File: src/rtl/if_fetch_if.sv
// Instruction-memory bus between the fetch stage (master) and instruction memory (slave).
// One word read at a time: req/addr are held until ack returns rdata.
interface if_fetch_if;
  logic        req;
  logic [31:0] addr;
  logic        ack;
  logic [31:0] rdata;

  modport master (output req, output addr, input ack, input rdata);
  modport slave  (input req, input addr, output ack, output rdata);
endinterface

File: src/rtl/if_fetch.sv
// Instruction-fetch stage: owns the fetch PC, issues word reads on the imem bus,
// buffers one returned word and drives the IF/ID register for decode.
// Optional feature macro: IF_ALIGN_CHECK_EN (misaligned fetch raises fetch_exc_o
// and halts fetching; when undefined the fetch address is forced word-aligned).
//
// state | meaning
// IDLE  | reset just released, no request yet
// REQ   | request outstanding on imem, buffer empty
// FULL  | one word buffered, no request issued
// HALT  | misaligned fetch seen, fetching stopped until reset
module if_fetch #(
  parameter logic [31:0] RESET_PC = 32'h0000_0000
) (
  input  logic        clk,
  input  logic        rst,
  input  logic        stall_i,
  input  logic        branch_flag_i,
  input  logic [31:0] branch_target_address_i,
  input  logic        next_inst_in_delayslot_i,
  if_fetch_if.master  imem,
  output logic [31:0] pc_o,
  output logic [31:0] inst_o,
  output logic        is_in_delayslot_o,
  output logic        fetch_stall_o,
  output logic        fetch_exc_o
);

  typedef enum logic [1:0] {IDLE, REQ, FULL, HALT} state_e;

  state_e      state, state_nxt;
  logic [31:0] fetch_pc, fetch_addr;
  logic [31:0] buf_pc, buf_inst;
  logic [31:0] redirect_target, target_eff;
  logic        redirect_pending, dslot_pending;
  logic        req, misaligned, ack_ok, branch_accept;
  logic        redirect_eff, consume, dslot_eff, load_inst, take_exc;

`ifdef IF_ALIGN_CHECK_EN
  assign misaligned = (fetch_pc[1:0] != 2'b00);
  assign fetch_addr = fetch_pc;
`else
  assign misaligned = 1'b0;
  assign fetch_addr = {fetch_pc[31:2], 2'b00};
`endif

  assign imem.req  = req;
  assign imem.addr = fetch_addr;

  // An ack only counts while a request is actually on the bus.
  assign ack_ok        = req & imem.ack;
  assign branch_accept = branch_flag_i & ~stall_i;
  // The delay-slot word is either buffered or being acked when fetch_pc is next
  // re-loaded; that is the point where a pending redirect is applied.
  assign consume       = ack_ok | (state == FULL);
  assign redirect_eff  = branch_accept | redirect_pending;
  assign target_eff    = redirect_pending ? redirect_target : branch_target_address_i;
  assign dslot_eff     = dslot_pending | (branch_accept & next_inst_in_delayslot_i);
  assign load_inst     = ~stall_i & ((state == FULL) | ack_ok);
  assign take_exc      = (state == REQ) & misaligned & ~stall_i;

  // Fetch FSM state register.
  always_ff @(posedge clk) begin
    if (rst) state <= IDLE;
    else     state <= state_nxt;
  end

  // Fetch FSM next state and request strobe.
  always_comb begin
    state_nxt = state;
    req       = 1'b0;
    case (state)
      IDLE: state_nxt = REQ;
      REQ: begin
        if (misaligned) begin
          if (!stall_i) state_nxt = HALT;
        end else begin
          req = 1'b1;
          if (imem.ack) state_nxt = stall_i ? FULL : REQ;
        end
      end
      FULL: if (!stall_i) state_nxt = REQ;
      HALT: state_nxt = HALT;
      default: state_nxt = IDLE;
    endcase
  end

  // Fetch PC, redirect and delay-slot bookkeeping, one-entry buffer and IF/ID register.
  always_ff @(posedge clk) begin
    if (rst) begin
      fetch_pc          <= RESET_PC;
      buf_pc            <= 32'h0;
      buf_inst          <= 32'h0;
      redirect_pending  <= 1'b0;
      redirect_target   <= 32'h0;
      dslot_pending     <= 1'b0;
      pc_o              <= 32'h0;
      inst_o            <= 32'h0;
      is_in_delayslot_o <= 1'b0;
      fetch_stall_o     <= 1'b0;
    end else begin
      if (consume && redirect_eff) begin
        fetch_pc         <= target_eff;
        redirect_pending <= 1'b0;
      end else begin
        if (ack_ok) fetch_pc <= fetch_pc + 32'd4;
        if (branch_accept) begin
          redirect_pending <= 1'b1;
          redirect_target  <= branch_target_address_i;
        end
      end

      if (ack_ok && stall_i) begin
        buf_pc   <= fetch_addr;
        buf_inst <= imem.rdata;
      end

      dslot_pending <= load_inst ? 1'b0 : dslot_eff;

      if (!stall_i) begin
        if (state == FULL) begin
          pc_o              <= buf_pc;
          inst_o            <= buf_inst;
          is_in_delayslot_o <= dslot_eff;
          fetch_stall_o     <= 1'b0;
        end else if (ack_ok) begin
          pc_o              <= fetch_addr;
          inst_o            <= imem.rdata;
          is_in_delayslot_o <= dslot_eff;
          fetch_stall_o     <= 1'b0;
        end else if (take_exc) begin
          pc_o              <= fetch_addr;
          inst_o            <= 32'h0;
          is_in_delayslot_o <= 1'b0;
          fetch_stall_o     <= 1'b0;
        end else begin
          inst_o            <= 32'h0;
          is_in_delayslot_o <= 1'b0;
          fetch_stall_o     <= 1'b1;
        end
      end
    end
  end

`ifdef IF_ALIGN_CHECK_EN
  logic exc_q;

  // Exception flag stays up while fetching is halted; only reset clears it.
  always_ff @(posedge clk) begin
    if (rst)           exc_q <= 1'b0;
    else if (take_exc) exc_q <= 1'b1;
  end

  assign fetch_exc_o = exc_q;
`else
  assign fetch_exc_o = 1'b0;
`endif

endmodule

File: src/flat_wrapper.sv
// flat-port wrapper written by rule: the top's interface ports become plain ports
module if_fetch_flat 
#(
  parameter logic [31:0] RESET_PC = 32'h0000_0000
)
  (clk, rst, stall_i, branch_flag_i, branch_target_address_i, next_inst_in_delayslot_i, pc_o, inst_o, is_in_delayslot_o, fetch_stall_o, fetch_exc_o, imem_req, imem_addr, imem_ack, imem_rdata);
  if_fetch_if imem_i ();
  input  logic clk;
  input  logic rst;
  input  logic stall_i;
  input  logic branch_flag_i;
  input  logic [31:0] branch_target_address_i;
  input  logic next_inst_in_delayslot_i;
  output logic [31:0] pc_o;
  output logic [31:0] inst_o;
  output logic is_in_delayslot_o;
  output logic fetch_stall_o;
  output logic fetch_exc_o;
  output wire logic [$bits(imem_i.req)-1:0] imem_req;
  output wire logic [$bits(imem_i.addr)-1:0] imem_addr;
  input wire logic [$bits(imem_i.ack)-1:0] imem_ack;
  input wire logic [$bits(imem_i.rdata)-1:0] imem_rdata;
  assign imem_req = imem_i.req;
  assign imem_addr = imem_i.addr;
  assign imem_i.ack = imem_ack;
  assign imem_i.rdata = imem_rdata;
  if_fetch #(.RESET_PC(RESET_PC)) u_core (.clk(clk), .rst(rst), .stall_i(stall_i), .branch_flag_i(branch_flag_i), .branch_target_address_i(branch_target_address_i), .next_inst_in_delayslot_i(next_inst_in_delayslot_i), .imem(imem_i), .pc_o(pc_o), .inst_o(inst_o), .is_in_delayslot_o(is_in_delayslot_o), .fetch_stall_o(fetch_stall_o), .fetch_exc_o(fetch_exc_o));
endmodule
File: config.mk
export PLATFORM = sky130hd
export DESIGN_NAME = if_fetch_flat
export DESIGN_NICKNAME = d
export VERILOG_FILES = /design/src/rtl/if_fetch_if.sv /design/src/rtl/if_fetch.sv /design/src/flat_wrapper.sv
export SDC_FILE = /design/constraint.sdc
export NUM_CORES = 1
export LEC_CHECK = 0
export CAP_MARGIN = 5
export CORE_UTILIZATION = 40
export DETAILED_ROUTE_END_ITERATION = 7
export PLACE_DENSITY = 0.67
export SYNTH_ARGS = -nofsm -noshare
export SYNTH_HDL_FRONTEND = slang
export SYNTH_SLANG_ARGS = --single-unit
File: constraint.sdc
create_clock -name clk -period 1.9 [get_ports clk]
set_input_delay 0.285 -clock clk [delete_from_list [all_inputs] [get_ports clk]]
set_output_delay 0.285 -clock clk [all_outputs]
set_load 0.01 [all_outputs]
Word-level counts from Yosys, hierarchy flattened
Cells that the tools add are included.
{ "word_totals": {"reg_bits": 196, "latchBits": 0, "ram_bits": 0, "rom_bits": 0, "elab_cells": 52, "memories": 0} }
{ "classes": {"n_addsub": 1, "n_mul": 0, "n_div": 0, "order_cmp": 0, "n_eq_ne": 5, "shifts": 0, "muxes": 16, "bitwise_logic": 9, "n_reduce_logical": 10} }
{ "ops": {"columns": ["cell", "n"], "rows": [
  ["32-bit two-way mux", 7],
  ["32-bit by 3-bit adder with 32-bit output (second input constant)", 1],
  ["2-bit case mux with 4 select lines", 1],
  ["2-bit two-way mux", 3],
  ["2-bit AND reduction", 3],
  ["1-bit two-way mux", 5],
  ["1-bit AND", 4],
  ["2-bit == test (second input constant)", 2],
  ["2-bit inequality test (second input constant)", 2],
  ["2-bit nonzero test", 2],
  ["2-bit OR reduction", 2],
  ["1-bit OR", 3],
  ["2-bit by 1-bit == test with 1-bit output (second input constant)", 1],
  ["1-bit logical AND", 2],
  ["2-bit logical NOT", 1],
  ["1-bit inverter", 2]
]} }

Depth between registers and ports, before layout
{ "logic_depth": {"depth_word": 7, "ltp_mapped": 8, "depth_no_buf": 6} }

Worst setup path before layout
OpenSTA, ideal clock, no wires.
{ "synth_path": {"kind": "reg-to-reg", "startpoint": "register u_core.fetch_pc[16]", "endpoint": "register u_core.fetch_pc[25]", "arrival_time_ns": 2.071, "path_slack_ns": -0.262, "path_stages_with_launch": 8, "path_buffers": 2, "period_less_slack_ns": 2.162, "cell_sequence": "dfxtp_1 buf_2 nand3_2 or2_1 buf_6 or3_4 or4_1 a311oi_1"} }
{ "synth_between": {"elab_chain_cells": 3} }
{ "synth_lines": {"columns": ["element", "line", "rtl"], "rows": [
  ["from (decl)", "if_fetch.sv:31", "logic [31:0] fetch_pc, fetch_addr;"],
  ["from (signal assigned)", "if_fetch.sv:102", "fetch_pc <= target_eff;"],
  ["from (signal assigned)", "if_fetch.sv:105", "if (ack_ok) fetch_pc <= fetch_pc + 32'd4;"],
  ["32-bit by 3-bit adder with 32-bit output", "if_fetch.sv:105", null],
  ["32-bit two-way mux", "if_fetch.sv:105", null],
  ["32-bit two-way mux", "if_fetch.sv:101", "if (consume && redirect_eff) begin"]
]} }
Every way passes these cells. The select of a mux whose other input is x is not followed.
A chain may end at the register's enable or synchronous reset.

Final worst setup path
{ "layout_path": {"startpoint": "register u_core.fetch_pc[12]", "endpoint": "register u_core.fetch_pc[31]"} }
The elaborated chain is that of the path after synthesis.

==> flow_metrics.tcl <==
set metrics [dict create \
    status "complete, but fails checks" \
    violations "negative setup slack" \
    ys.flop_type "dfxtp_1" \
    hold_buffers 0 \
    ys_warn_count 0 \
    drtIter0Drc 615 \
    hold_class "primary input to register" \
    die_h_um 145.4 \
    most-common-layout-cells "nand2_1, dfxtp_1, clkdlybuf4s50_1, a21oi_1, nor2_1" \
    synth_top_family_by_area "simple AND/OR/NAND/NOR gates" \
    cap_violations 0 \
    crit_path_end "u_core.fetch_pc[31]$_SDFFE_PP0P_" \
    required_ns 2.27 \
    gp_congestion 0.9073 \
    final_common_cell "nand2_1" \
    power_leakage_uw 0.003840 \
    timing_worst_setup_path_type "register to register" \
    cts-root-buf "clkbuf_16" \
    fin_crit_sh_pct 100.7 \
    finalClockSkew_ns 0.01200 \
    routed_wl_um 23700 \
    numCtsBuffers 17 \
    core_um2 20230 \
    reg2reg_slack_ns -0.01 \
    die_area_um2 21150 \
    ant_nets 0 \
    ys_seq_area_share_pct 46.21 \
    final_nets 1313 \
    vias 8027 \
    r2r_cells 5 \
    drc 0 \
    setup_viol 1 \
    synthXorXnorAreaFrac_pct 1.703 \
    vdd_ir_drop_max_uv 504.8 \
    insertion_delay_ns 0.43 \
    hold_viol 0 \
    synth_compound_area_share_pct 20.22 \
    layout-drive-gt1-share_pct 12.11 \
    crit_path_start_kind "register" \
    pwr_density_cell_nw_per_um2 822.2 \
    grt_setup_unrepaired "true" \
    via_per_inst 5.264 \
    report.final.slew_viol_count 0 \
    setup_slack_ns -0.01254 \
    grt_usage_pct 22.52 \
    grt_pass1_vias 7255 \
    grt_overflow_total 0 \
    die_x_um 145.4 \
    io_pins 170 \
    syn_inst 1071 \
    clock.fmax_mhz 522.9 \
    worstPathArrival_ns 2.28 \
    cp_slowest_cell "or4b_4" \
    cts_max_level 4 \
    portBuffers 162 \
    num_antenna_cells 0 \
    end_kind "register" \
    ys_seq_elements 190 \
    cp-startpoint "u_core.fetch_pc[12]$_SDFFE_PP0P_" \
    syn_to_final_growth_pct 36.87 \
    rows 52 \
    min_period_ns 1.913 \
    regToRegStartpoint "u_core.fetch_pc[12]$_SDFFE_PP0P_" \
    clock_path_buffers 2 \
    path_max_fanout 3 \
    netlist_area_um2 8230 \
    synth_edf_count 0 \
    clk_pin_slew_worst_paths_ns 0.07 \
    firstDrtPassIters 5 \
    synthArstFlopShare_pct 0 \
    grt_max_degree 51 \
    grt_antenna_before_repair 0 \
    start_util_pct 40.68 \
    synthAdderAreaFrac_pct 0.1520 \
    fillers 1895 \
    final_util_pct 55.67 \
    synth-simple-area-share_pct 23.85 \
    hpwlAfterDp_um 16150 \
    synth_mux_area_share_pct 2.630 \
    synth.avg_cell_area_um2 7.685 \
    path_cells "and4_4 -> or4b_4 -> or3_4 -> or4_1 -> nand3_1" \
    cts_tree "built" \
    r2r_end "u_core.fetch_pc[31]$_SDFFE_PP0P_" \
    cts_sinks 190 \
    place_ws_ns -0.1584 \
    max_stage_delay_ns 0.46 \
    ff_latch_area_um2 3822 \
    wire_per_inst_um 15.54 \
    synth_cell_types 52 \
    multi_input_area_um2 4076 \
    grt_pass1_wl_um 38290 \
]
==> registers in the layout, indices dropped and copies added (netlist names) <==
| name | count |
|---|---|
| u_core.buf_inst | 32 |
| u_core.inst_o | 32 |
| u_core.buf_pc | 30 |
| u_core.fetch_pc | 30 |
| u_core.pc_o | 30 |
| u_core.redirect_target | 30 |
| u_core.state | 2 |
| u_core.dslot_pending | 1 |
| u_core.fetch_stall_o | 1 |
| u_core.is_in_delayslot_o | 1 |
| u_core.redirect_pending | 1 |
==> critical path: cells and delay by family (launching register included) <==
family | cells | cell delay [ns]
flops | 1 | 0.32
simple gates | 5 | 1.52
==> routing by layer <==
metal	wire [um]	global-route usage, %
met2	10680	34.59
met5	0	0
met4	500	8.158
met3	1250	3.417
met1	11260	31.98
==> cell usage after synthesis, drive strengths merged, types with 7 or more instances <==
cell type	count	area share (%)
nand3	18	1.2
a21oi	142	8.6
nand2	261	12
dfxtp	190	46
nor2	127	5.8
a31oi	12	0.91
clkbuf	78	3.6
xnor2	11	1.2
and2	8	0.61
nand4	8	0.61
o22ai	14	1.1
a22oi	35	3.2
nor3	9	0.55
mux2i	16	1.9
nor2b	7	0.53
a311oi	28	3.0
buf	21	1.4
a211oi	20	1.8
nor4	9	0.68
==> worst min-delay path by stage <==
stage / from / to / slack [ns] / cells past startpoint
detailed placement: u_core.redirect_target[10]$_SDFFE_PP0P_ / u_core.redirect_target[10]$_SDFFE_PP0P_ / 0.44 / 2
CTS: stall_i / u_core.state[0]$_SDFFE_PP0P_ / 0.08 / 2
global placement: u_core.redirect_target[11]$_SDFFE_PP0P_ / u_core.redirect_target[11]$_SDFFE_PP0P_ / 0.44 / 2
floorplan: branch_target_address_i[10] / u_core.redirect_target[10]$_SDFFE_PP0P_ / 0.42 / 2
finish: stall_i / u_core.state[0]$_SDFFE_PP0P_ / 0.09 / 2
global route: stall_i / u_core.state[0]$_SDFFE_PP0P_ / 0.1 / 2
==> cell families (layout without fill, tap and decap cells) <==
logic type | count (synthesis) | count (layout)
adder cells (fa/ha/maj) | 1 | 1
multiplexers | 21 | 21
flip-flops | 190 | 190
buffers and inverters | 104 | 284
AO/OA/AOI/OAI | 269 | 269
AND/OR/NAND/NOR | 469 | 469
XOR/XNOR | 16 | 16
other | 1 | 5
==> per-stage QoR <==
| stage | instance area (um^2) | TNS, ns | instances | total power, uW | hold WS [ns] |
|---|---|---|---|---|---|
| floorplan | 8297 | -0.2830 | 1075 | 4952 | 0.4210 |
| global placement | 10620 | -9.431 | 1493 | 5615 | 0.4370 |
| detailed placement | 10620 | -11.99 | 1493 | 5628 | 0.4419 |
| CTS | 11240 | -0.01563 | 1525 | 9324 | 0.07611 |
| global route | 11260 | -0.08261 | 1525 | 9627 | 0.09806 |
| finish | 11260 | -0.01254 | 1525 | 9262 | 0.08687 |
==> repair_timing <==
action                     4_1_cts  5_1_grt
cloned                           0        0
pin swaps                        2        2
setup buffers                    0        0
gates resized for setup          4        6
setup endpoints to repair        4        9
==> area by class of cell <==
cell class	count	share of cell area (%)
tap	270	2.999
inverter	5	0.1666
clock inverter	8	1.166
timing repair buffer	247	21.27
clock buffer	24	4.276
sequential	190	33.93
multi-input combinational	781	36.19
==> where the power goes <==
| part | internal, uW | switching (uW) |
|---|---|---|
| clock | 2190 | 1530 |
| sequential | 4140 | 96.2 |
| combinational | 625 | 685 |
Note: power is estimated with default switching activity, not from simulation.
